`src/rtl/spi_fsm_pkg.sv`:
```
// spi_fsm_pkg: shared types for the SPI burst sequencer.
//   spi_state_t  - sequencer state encoding
//   spi_strobe_t - bundle of the one-cycle memory-side strobes
//   cnt_width()  - width of the SCLK edge counter for a given word geometry
package spi_fsm_pkg;

    typedef enum logic [2:0] {
        ST_GET,
        ST_GOT,
        ST_RD_WAIT,
        ST_RD_LOAD,
        ST_RD_SHIFT,
        ST_WR_SHIFT,
        ST_WR_COMMIT,
        ST_DONE
    } spi_state_t;

    typedef struct packed {
        logic addr_we;
        logic addr_inc;
        logic sr_we;
        logic dm_we;
    } spi_strobe_t;

    // Enough bits to hold the longer of the two word lengths inclusive.
    function automatic int unsigned cnt_width(input int unsigned cmd_bits,
                                              input int unsigned data_bits);
        int unsigned m;
        m = (cmd_bits > data_bits) ? cmd_bits : data_bits;
        return $clog2(m) + 1;
    endfunction

endpackage

```
`src/rtl/spi_bit_counter.sv`:
```
// spi_bit_counter: counts synchronised SCLK rising edges within a word.
// Ports:
//   clk, rst_n   - system clock, async active-low reset
//   i_cs         - chip select (high = deselected), forces count to 0
//   i_inc        - one-clk pulse per SCLK rising edge
//   i_clr        - restart the count; an edge in the same cycle counts as 1
//   i_hold       - keep the count at 0, ignoring edges
//   o_cnt        - current edge count
module spi_bit_counter #(
    parameter int unsigned W = 4
) (
    input  logic         clk,
    input  logic         rst_n,
    input  logic         i_cs,
    input  logic         i_inc,
    input  logic         i_clr,
    input  logic         i_hold,
    output logic [W-1:0] o_cnt
);

    logic [W-1:0] r_cnt;

    always_ff @(posedge clk or negedge rst_n) begin
        if (!rst_n) begin
            r_cnt <= '0;
        end else if (i_cs || i_hold) begin
            r_cnt <= '0;
        end else if (i_clr) begin
            r_cnt <= W'(i_inc);
        end else if (i_inc) begin
            r_cnt <= r_cnt + 1'b1;
        end
    end

    assign o_cnt = r_cnt;

endmodule

```
`src/rtl/spi_burst_fsm.sv`:
```
// spi_burst_fsm: SPI slave transaction sequencer. Decodes a command word
// (address + rw bit) and then sequences single or burst data words against
// a memory, emitting one-cycle strobes for the address latch, shift-register
// load and memory write.
// Parameters: CMD_BITS (edges per command word), DATA_BITS (edges per data
//   word), READ_LAT (clk cycles from addr_we/addr_inc to sr_we).
// Ports:
//   clk, rst_n - system clock, async active-low reset
//   cs         - chip select, high = deselected
//   sclk_pos   - one-clk pulse per synchronised SCLK rising edge
//   rw         - command rw bit (1 = read), sampled in GOT
//   addr_we, addr_inc, sr_we, dm_we - one-cycle strobes (mutually exclusive)
//   miso_en    - drive MISO while shifting read data
//   frame_err  - one-cycle pulse when cs rises mid-word
// Build option: define SPI_BURST_EN to keep transferring consecutive
//   addresses until cs rises; otherwise one data word per transaction.
import spi_fsm_pkg::*;

module spi_burst_fsm #(
    parameter int unsigned CMD_BITS  = 8,
    parameter int unsigned DATA_BITS = 8,
    parameter int unsigned READ_LAT  = 2
) (
    input  logic clk,
    input  logic rst_n,
    input  logic cs,
    input  logic sclk_pos,
    input  logic rw,
    output logic addr_we,
    output logic addr_inc,
    output logic sr_we,
    output logic dm_we,
    output logic miso_en,
    output logic frame_err
);

    localparam int unsigned CW = cnt_width(CMD_BITS, DATA_BITS);
    localparam int unsigned WW = 4;
    localparam logic [CW-1:0] CMD_END  = CW'(CMD_BITS);
    localparam logic [CW-1:0] DATA_END = CW'(DATA_BITS);

    spi_state_t    r_state, w_next;
    logic [WW-1:0] r_wait, w_wait_nxt;
    logic [CW-1:0] w_cnt;
    logic          w_clr, w_hold;
    spi_strobe_t   r_stb, w_stb;
    logic          r_miso, w_miso;
    logic          r_ferr, w_ferr;

    spi_bit_counter #(
        .W (CW)
    ) u_cnt (
        .clk    (clk),
        .rst_n  (rst_n),
        .i_cs   (cs),
        .i_inc  (sclk_pos),
        .i_clr  (w_clr),
        .i_hold (w_hold),
        .o_cnt  (w_cnt)
    );

    always_ff @(posedge clk or negedge rst_n) begin
        if (!rst_n) begin
            r_state <= ST_GET;
            r_wait  <= '0;
            r_stb   <= '0;
            r_miso  <= 1'b0;
            r_ferr  <= 1'b0;
        end else begin
            r_state <= w_next;
            r_wait  <= w_wait_nxt;
            r_stb   <= w_stb;
            r_miso  <= w_miso;
            r_ferr  <= w_ferr;
        end
    end

    // Outputs are registered from the next state, so each strobe is high
    // during the cycle its state is current (addr_we marks the GOT cycle).
    always_comb begin
        w_next     = r_state;
        w_wait_nxt = r_wait;
        w_clr      = 1'b0;
        w_ferr     = 1'b0;

        if (cs) begin
            w_next = ST_GET;
            w_ferr = (w_cnt != '0) ||
                     (r_state inside {ST_GOT, ST_RD_WAIT, ST_RD_LOAD, ST_WR_COMMIT});
        end else begin
            case (r_state)
                ST_GET: begin
                    if (w_cnt == CMD_END) w_next = ST_GOT;
                end
                ST_GOT: begin
                    w_clr = 1'b1;
                    if (rw) begin
                        if (READ_LAT == 1) begin
                            w_next = ST_RD_LOAD;
                        end else begin
                            w_next     = ST_RD_WAIT;
                            w_wait_nxt = WW'(READ_LAT - 1);
                        end
                    end else begin
                        w_next = ST_WR_SHIFT;
                    end
                end
                // r_wait holds the RD_WAIT cycles still to spend, this one included.
                ST_RD_WAIT: begin
                    if (r_wait == WW'(1)) w_next = ST_RD_LOAD;
                    else                  w_wait_nxt = r_wait - 1'b1;
                end
                ST_RD_LOAD: begin
                    w_next = ST_RD_SHIFT;
                end
                ST_RD_SHIFT: begin
                    if (w_cnt == DATA_END) begin
                        w_clr = 1'b1;
`ifdef SPI_BURST_EN
                        // The addr_inc cycle is the first RD_WAIT cycle, so the
                        // full READ_LAT is spent waiting here.
                        w_next     = ST_RD_WAIT;
                        w_wait_nxt = WW'(READ_LAT);
`else
                        w_next = ST_DONE;
`endif
                    end
                end
                ST_WR_SHIFT: begin
                    if (w_cnt == DATA_END) begin
                        w_clr  = 1'b1;
                        w_next = ST_WR_COMMIT;
                    end
                end
                ST_WR_COMMIT: begin
`ifdef SPI_BURST_EN
                    w_next = ST_WR_SHIFT;
`else
                    w_next = ST_DONE;
`endif
                end
                ST_DONE: begin
                    w_next = ST_DONE;
                end
                default: begin
                    w_next = ST_GET;
                end
            endcase
        end

        // Zeroing on entry as well as in DONE keeps a stray edge on the final
        // word-end cycle from leaving a non-zero count behind.
        w_hold = (w_next == ST_DONE);

        w_stb         = '0;
        w_stb.addr_we = (w_next == ST_GOT);
        w_stb.sr_we   = (w_next == ST_RD_LOAD);
        w_stb.dm_we   = (w_next == ST_WR_COMMIT);
`ifdef SPI_BURST_EN
        w_stb.addr_inc = ((r_state == ST_RD_SHIFT)  && (w_next == ST_RD_WAIT)) ||
                         ((r_state == ST_WR_COMMIT) && (w_next == ST_WR_SHIFT));
`endif
        w_miso = (w_next == ST_RD_SHIFT);
    end

    assign addr_we   = r_stb.addr_we;
    assign addr_inc  = r_stb.addr_inc;
    assign sr_we     = r_stb.sr_we;
    assign dm_we     = r_stb.dm_we;
    assign miso_en   = r_miso;
    assign frame_err = r_ferr;

endmodule

```
`config.mk`:
```
export PLATFORM = sky130hd
export DESIGN_NAME = spi_burst_fsm
export DESIGN_NICKNAME = d
export VERILOG_FILES = /design/src/rtl/spi_fsm_pkg.sv /design/src/rtl/spi_bit_counter.sv /design/src/rtl/spi_burst_fsm.sv
export SDC_FILE = /design/constraint.sdc
export NUM_CORES = 1
export LEC_CHECK = 0
export ABC_AREA = 1
export BUFFER_PORTS_ARGS = -buffer_cell sky130_fd_sc_hd__buf_4
export CAP_MARGIN = 15
export CORE_ASPECT_RATIO = 0.6
export CORE_MARGIN = 2
export CORE_UTILIZATION = 41
export DETAILED_ROUTE_END_ITERATION = 8
export SETUP_SLACK_MARGIN = 0.5
export SYNTH_ARGS = -nofsm -noshare
export SYNTH_HDL_FRONTEND = slang
export SYNTH_SLANG_ARGS = --single-unit
```
`constraint.sdc`:
```
create_clock -name clk -period 1.5 [get_ports clk]
set_input_delay 0.3 -clock clk [delete_from_list [all_inputs] [get_ports clk]]
set_output_delay 0.3 -clock clk [all_outputs]
set_load 0.01 [all_outputs]
```
* Word-level counts from Yosys, hierarchy flattened *
Cells that the tools add are included.
Widths: inputs -> output; s select.

storage, ports and cells
  output and inout port bits = 6
  register bits after elaboration = 16

operators by class
  bitwise operators = 1
  multiplexer cells = 17
  equality and inequality tests = 16
  reductions and logical operators = 10
  add/subtract/negate cells = 2

operators with widths
  cell                 count
  $eq 3x3->1 const B   7
  $pmux 3 s7           1
  $mux 4               5
  $mux 3               6
  $eq 3x2->1 const B   3
  $pmux 4 s2           1
  $reduce_bool 4->1    2
  $eq 3x1->1 const B   2
  $add 4x1->4 const B  1
  $eq 4x1->1 const B   1
  $eq 4x4->1 const B   1
  $ne 2x2->1 const B   2
  $reduce_and 4->1     1
  $reduce_or 2->1      2
  $sub 4x1->4 const B  1
  $logic_not 3->1      1
  $mux 1               3
  $reduce_bool 3->1    1
  $logic_or 1x1->1     2
  $pmux 1 s2           1
  $reduce_bool 2->1    1
  $not 1->1            1

* Logic depth before layout (Yosys ltp) *
Gate-level depths: netlist of run 1.

  word-level depth = 7
  depth in mapped cells = 11
  depth with buffers taken out = 11

* By module *
From an unflattened synthesis of run 1, not the netlist that was laid out.

second synthesis, totals
  cell total of the unflattened synthesis = 118
  area total of the unflattened synthesis = 918.4 um2

by module, submodules not included
  module           area each (um2)  instances  cells each
  spi_burst_fsm    680.7            1          89
  spi_bit_counter  237.7            1          29

* Worst setup path before layout of run 1 *
No wires, ideal clock.

  path kind = reg-to-reg
  start = register u_cnt.r_cnt[0] (netlist: u_cnt.o_cnt[0])
  end = register u_cnt.r_cnt[2] (netlist: u_cnt.o_cnt[2])
  arrival = 1.269 ns
  path slack = 0.116 ns
  required time = 1.385 ns
  cell stages (with the launch flop) = 12
  path through = dfrtp_1 -> inv_1 -> ha_1 -> nand3_1 -> nand2_1 -> nand2_1 -> nand2_1 -> nand2_2 -> nor2_2 -> nand3_2 -> nand2_2 -> nor2_1

between the ends
  cells in the longest elaborated chain, start to end = 7

ends and longest elaborated chain
  element                                                line                                                             text
  start: declaration                                     spi_bit_counter.sv:21                                            logic [W-1:0] r_cnt;
  start signal: assignment                               spi_bit_counter.sv:29                                            r_cnt <= W'(i_inc);
  start signal: assignment                               spi_bit_counter.sv:31                                            r_cnt <= r_cnt + 1'b1;
  $eq 4x4->1                                             spi_burst_fsm.sv:93, spi_burst_fsm.sv:117, spi_burst_fsm.sv:130
  $mux 3, on equally long branches                       spi_burst_fsm.sv:130, spi_burst_fsm.sv:93, spi_burst_fsm.sv:117
  $pmux 3 s7                                             spi_burst_fsm.sv:91                                              case (r_state)
  $mux 3                                                 spi_burst_fsm.sv:86                                              if (cs) begin
  $eq 3x3->1                                             spi_burst_fsm.sv:153                                             w_hold = (w_next == ST_DONE);
  $logic_or 1x1->1                                       spi_bit_counter.sv:26                                            end else if (i_cs || i_hold) begin
  $reduce_bool 3->1 (no line) or $mux 4 (tied branches)  -

Parallel ways exist; a longest one is shown, timed or not. The select of a mux whose other input is x is not followed.
A chain may end at the register's enable or synchronous reset.

* Worst setup path after layout of run 1 *
  start = register u_cnt.r_cnt[0] (netlist: u_cnt.o_cnt[0])
  end = register u_cnt.r_cnt[3] (netlist: u_cnt.o_cnt[3])

Same word-level chain as after synthesis.

==> run metrics, run 1 <==
status=complete, no violations; DRC=0; Worst-path clk slew=about 0.060 ns; CTS tree=done; Sink Count=16; Pwr Total=around 2500 uW; clock buffer depth=2; post-layout net count=around 160; clk_lat worst skew=0.25 ns; # port buffers=9; RSZ-0062 raised after global routing=true; Hold Path Cell Cnt=2; Ant. Diodes=0; largest net degree at the start of global routing=17; pre-CTS setup slack=-0.0189 ns; Startpoint Class=flip-flop; Mean Syn Cell Area=7.91 um^2; sequential cell area=404 um^2; Synth Instances=~120; Max FO, Critical Path=4; Vert. Die Dim=40.5 um; WS Path Type=reg2reg; Total GRT Usage=18.0%; worst hold slack=0.240 ns; Post-Place Cells=158; share of cells above drive strength 1=slightly above 50%; core area=0.00213 mm^2; FILL cells=168; DPL Wire Length=1480 um; number of antenna violations at the first check in global routing=0; total routed wirelength=roughly 2400 um; f_max=685 MHz; GPL Wtd Cong=0.820; Hold Crit Endpoint=r_state[2]$_DFF_PN0_; skew final=around 0.0035 ns; Yosys cell types=26; Wirelength per Cell=13.5 um; hold wc startpoint=cs; Syn Std Cell Area=slightly above 900 um^2; CP Capture Type=flip-flop; drt first pass iters=4; first-pass GRT wire length=3350 um; clock root cell=clkbuf_8; maximum vdd drop=1.17 mV; reg2reg path depth=11; worst min path class=in2reg; Final Max Tran Viols=0; die area=0.00262 mm^2; final period utilization=97.3%; Seq/Total Area, Yosys=44.0%; pwr/cell area=1840 mW/mm^2; reg-to-reg startpoint=u_cnt.o_cnt[0]$_DFFE_PN0P_; Final Hold Violating Endpoints=0; std cell rows=13; reg2reg setup slack=0.04 ns; fin cells=between 150 and 200; Design Area, Final=0.00136 mm^2; Area Overhead vs Synth=49.7%; initial drt markers=35; syn_nets=roughly 120; synthesized flop and latch total=16; CTS Buf Count=3; Via density=4.81; Final Critical Period=1.46 ns; chip width=64.8 um; Syn. warnings=0; crit path DAT=1.60 ns; Leakage=0.000675 uW; Starting Density=42.7%; antenna-violating nets left=0; I/O pin count=11; H-tree Lvls=1; remaining global-route overflow=0; post-place instance area=~0.0011 mm^2; max cap viols=0; final setup violation count=0; footprint of the multi-input gates=554 um^2; routed via count=841; WP data required=1.64 ns; vias in the first global route=730; setup slack after layout=0.0401 ns; RR Endpoint=u_cnt.o_cnt[3]$_DFFE_PN0P_
cells by family (layout without fill, tap and decap cells):
group | count (synthesis) | in the layout | synth area share, %
AND/OR/NAND/NOR | 66 | 66 | 35.1
buffers and inverters | 19 | 49 | 8.25
flip-flops | 16 | 16 | 44.0
AO/OA/AOI/OAI | 8 | 8 | 5.78
adder cells (fa/ha/maj) | 4 | 4 | 5.50
other | 1 | 1 | 0.412
XOR/XNOR | 1 | 1 | 0.963
what timing repair did:
action,in CTS,in global routing
endpoints found under the setup margin,21,21
pin swaps,7,9
setup buffers,8,4
hold buffers,1,0
gates cloned,0,0
endpoints found under the hold margin,16,0
gates resized for setup,20,14
state kept, by name (all words and copies together) (netlist names):
name         count
sr_we            1
r_state          3
dm_we            1
miso_en          1
addr_we          1
frame_err        1
u_cnt.o_cnt      4
r_wait           4
Yosys cell counts:
cell	n	area [um^2]
nor3_2	2	20.0
nand4_2	1	12.5
o21ai_1	2	10.0
or2_2	1	6.26
a21oi_2	1	8.76
o21ai_0	1	5.00
inv_2	4	15.0
nand3_2	1	10.0
xnor2_1	1	8.76
nor2_2	3	18.8
buf_4	1	7.51
a41oi_1	1	8.76
nand3_1	7	35.0
a21oi_1	1	5.00
dfrtp_1	16	400
inv_1	14	52.6
conb_1	1	3.75
o22ai_1	1	6.26
nor3_1	2	10.0
nand2_1	26	97.6
nand2_4	1	11.3
nand4_1	1	6.26
o21ai_2	1	8.76
nand2_2	5	31.3
nor2_1	16	60.1
ha_1	4	50.1
critical path, cell delays in order, from the launching register on:
cell,delay (ns)
dfrtp_1,0.40
inv_2,0.08
ha_4,0.16
nand2_2,0.06
nor2_2,0.12
nand2_1,0.07
nand3_1,0.07
nand2_1,0.07
nand2_2,0.10
nand3_2,0.10
nand2_4,0.09
nor2_1,0.04
routing by layer:
layer | routed length (um) | track usage [%] | part of all wire, % | vias up
li1 | - | - | - | 417
met5 | 0 | 0 | 0 | -
met1 | 1130 | 24.3 | 48 | 395
met2 | 1080 | 27.8 | 46 | 25
met3 | 125 | 5.34 | 5.3 | 4
met4 | 26 | 6.38 | 1.1 | 0
layout by cell type, fill, tap and decap left out:
master and count:
nor2_2 6, dfrtp_2 3, nor2_4 2, buf_4 18, clkbuf_8 4, inv_2 7, nand2_1 22, nand4_1 1
inv_1 9, a21oi_2 2, inv_4 1, clkinv_4 1, o21ai_1 1, o22ai_2 1, nand3_1 6, o21ai_4 1
o21ai_2 1, o21ai_0 1, nor3_2 4, ha_4 2, conb_1 1, ha_1 2, or2_2 1, nand3_4 1
nand4_4 1, buf_6 8, dlygate4sd3_1 1, nand3_2 1, dfrtp_1 13, a41oi_1 1, nand2_2 7, nand2_4 3
nor2_1 11, xnor2_1 1
metrics by stage:
stage	setup TNS, ns	util [%]
after floorplan	0	-
after global placement	0	51.0
after detailed placement	-0.0599	51.0
after CTS	0	59.9
after global routing	-0.0960	63.9
final	0	63.9
report_power, final:
group          total (uW)  leakage [uW]  internal (uW)  switching [uW]
logic                1420      0.000436            650             768
clock network         393     0.0000288            233             160
registers             687      0.000210            555             132
cell type report:
class	count	area share, %
multi-input cells	80	40.7
flip-flops and latches	16	29.7
inverters	18	5.51
repair buffers	27	17.3
clock buffers	4	4.04
well taps	30	2.76
worst max-delay path by stage:
stage                                          start                          to  cells after the start
after global routing      u_cnt.o_cnt[0]$_DFFE_PN0P_  u_cnt.o_cnt[0]$_DFFE_PN0P_                      9
after CTS                 u_cnt.o_cnt[0]$_DFFE_PN0P_  u_cnt.o_cnt[0]$_DFFE_PN0P_                     11
after floorplan           u_cnt.o_cnt[1]$_DFFE_PN0P_  u_cnt.o_cnt[0]$_DFFE_PN0P_                     11
after global placement    u_cnt.o_cnt[1]$_DFFE_PN0P_  u_cnt.o_cnt[2]$_DFFE_PN0P_                     11
after detailed placement  u_cnt.o_cnt[1]$_DFFE_PN0P_  u_cnt.o_cnt[0]$_DFFE_PN0P_                     11
final                     u_cnt.o_cnt[0]$_DFFE_PN0P_  u_cnt.o_cnt[3]$_DFFE_PN0P_                     11
No activity file was read; power rests on OpenSTA's default activity.
==> run 2, diff against run 1 <==
CTS_CLUSTER_DIAMETER = 40   (was unset)
GPL_ROUTABILITY_DRIVEN = 0   (was unset)
PLACE_DENSITY = 0.61   (was unset)
==> run 2 against run 1 <==
  * Sequential power is essentially flat
  * Final cell count shrank 0.57%
  * First-iteration DRC count grew 34%
  * Setup slack gained 0.0067 ns
  * Total power shrank 3.4%
  * Critical path depth shrank 1
  * Largest cell class unchanged
==> run metrics, run 2 (same netlist as run 1, synthesis figures left out) <==
Post-Place Cells=around 160; maximum vdd drop=0.944 mV; Comb power frac=55.1%; skew final=0.00564 ns; fin util=63.2%; CP bufs+invs=1; Startpoint Class=flip-flop; RSZ-0062 raised after global routing=true; CTS tree=done; Design Area, Final=0.00135 mm^2; Sw Share=a little over two fifths; most used cell, CP=nand2_1; I/O pin count=11; clk_lat worst skew=0.25 ns; Leakage=0.000672 uW; Area Overhead vs Synth=48.1%; post-place instance area=0.00108 mm^2; Ant. Diodes=0; CTS Buf Count=3; DRC=0; pwr/cell area=about 1800 mW/mm^2; Final Max Tran Viols=0; Hold Path Cell Cnt=2; first-pass GRT wire length=3210 um; remaining global-route overflow=0; Total GRT Usage=17.5%; die area=0.00262 mm^2; number of antenna violations at the first check in global routing=0; clock root cell=clkbuf_8; H-tree Lvls=1; CP Capture Type=flip-flop; commonest non-fill, non-tap cells in the layout=nand2_1 (23), buf_4 (18), dfrtp_1 (13); total routed wirelength=2170 um; Pint=1390 uW; chip width=64.8 um; Clk pwr share=16.3%; worst min path class=in2reg; reg2reg setup slack=0.05 ns; commonest non-fill, non-tap cell in the layout=nand2_1; Wirelength per Cell=approximately 12 um; Final Hold Violating Endpoints=0; antenna-violating nets left=0; # port buffers=9; fin cells=174; reg2reg path depth=10; routed via count=812; vias in the first global route=705; Final Critical Period=1.45 ns; post-layout net count=between 150 and 200; critical path depth in cells=10; pre-CTS setup slack=-0.00199 ns; f_max=between 600 and 700 MHz; initial drt markers=47; CP Launch Point=r_state[0]$_DFF_PN0_; power share of the sequential group=28.6%; max cap viols=0; Worst-path clk slew=0.07 ns; std cell rows=13; worst path cell trace=inv_2 -> nand2_1 -> nor2_2 -> nand2_1 -> nand2_1 -> nor2_2 -> nand2_2 -> nand3_2 -> nand2_2 -> nor2_1; hold wc startpoint=cs; core area=about 0.0021 mm^2; largest net degree at the start of global routing=17; Psw=1030 uW; Starting Density=a little over two fifths; Via density=between 4 and 5; setup slack after layout=around 0.047 ns; final period utilization=96.9%; Vert. Die Dim=slightly above 40 um; WP data required=1.64 ns; Sink Count=16; share of cells above drive strength 1=between 50% and 60%; DPL Wire Length=1360 um; reg-to-reg startpoint=r_state[0]$_DFF_PN0_; clock buffer depth=2; WS Path Type=reg2reg; final setup violation count=0; status=complete, no violations; top cell family by delay on the critical path=simple AND/OR/NAND/NOR gates; slowest CP cell=dfrtp_2; crit path DAT=1.60 ns; drt first pass iters=4; CP peak stage delay=0.46 ns; Max FO, Critical Path=5
run 2: what timing repair did:
| item | CTS | global route |
|---|---|---|
| pin swaps | 8 | 6 |
| resized for setup | 18 | 13 |
| hold endpoints to repair | 16 | 0 |
| hold buffers | 1 | 0 |
| setup endpoints to repair | 21 | 21 |
| setup buffers | 7 | 5 |
run 2: routing by layer:
metal  global-route usage, %  vias to the layer above  share of wire [%]
met5                       0                        -                  0
met4                    6.38                        0               0.97
met3                    5.06                        4                4.5
met2                    26.0                       23                 45
met1                    24.3                      369                 50
li1                        -                      416                  -
run 2: per-stage QoR:
step                TNS (ns)  total power, uW  hold WS [ns]
floorplan                  0             1350       0.00441
global placement           0             1600         0.174
detailed placement  -0.00199             1600         0.170
CTS                        0             2220         0.279
global route          -0.374             2590         0.295
finish                     0             2420         0.285
run 2: cell type report:
cell class | count | area, um^2
multi-input cells | 80 | 554
clock buffers | 4 | 55.1
well taps | 30 | 37.5
flip-flops and latches | 16 | 404
fillers | 176 | 783
repair buffers | 26 | 224
inverters | 18 | 72.6
run 2: final timing paths:
| path | to |
|---|---|
| worst max-delay path | u_cnt.o_cnt[1]$_DFFE_PN0P_ |
| worst min-delay path | r_state[2]$_DFF_PN0_ |
| worst max register to register | u_cnt.o_cnt[1]$_DFFE_PN0P_ |
| worst min register to register | r_wait[3]$_DFFE_PN0P_ |
| max in group asynchronous | r_state[0]$_DFF_PN0_ |
| min in group asynchronous | r_wait[1]$_DFFE_PN0P_ |
run 2: power by group through the flow:
stage	Clock, uW	Combinational (uW)	Sequential (uW)
after floorplan	0	693	660
after global placement	0	934	663
after detailed placement	0	937	664
after CTS	402	1140	669
after global routing	419	1460	704
final	394	1330	690
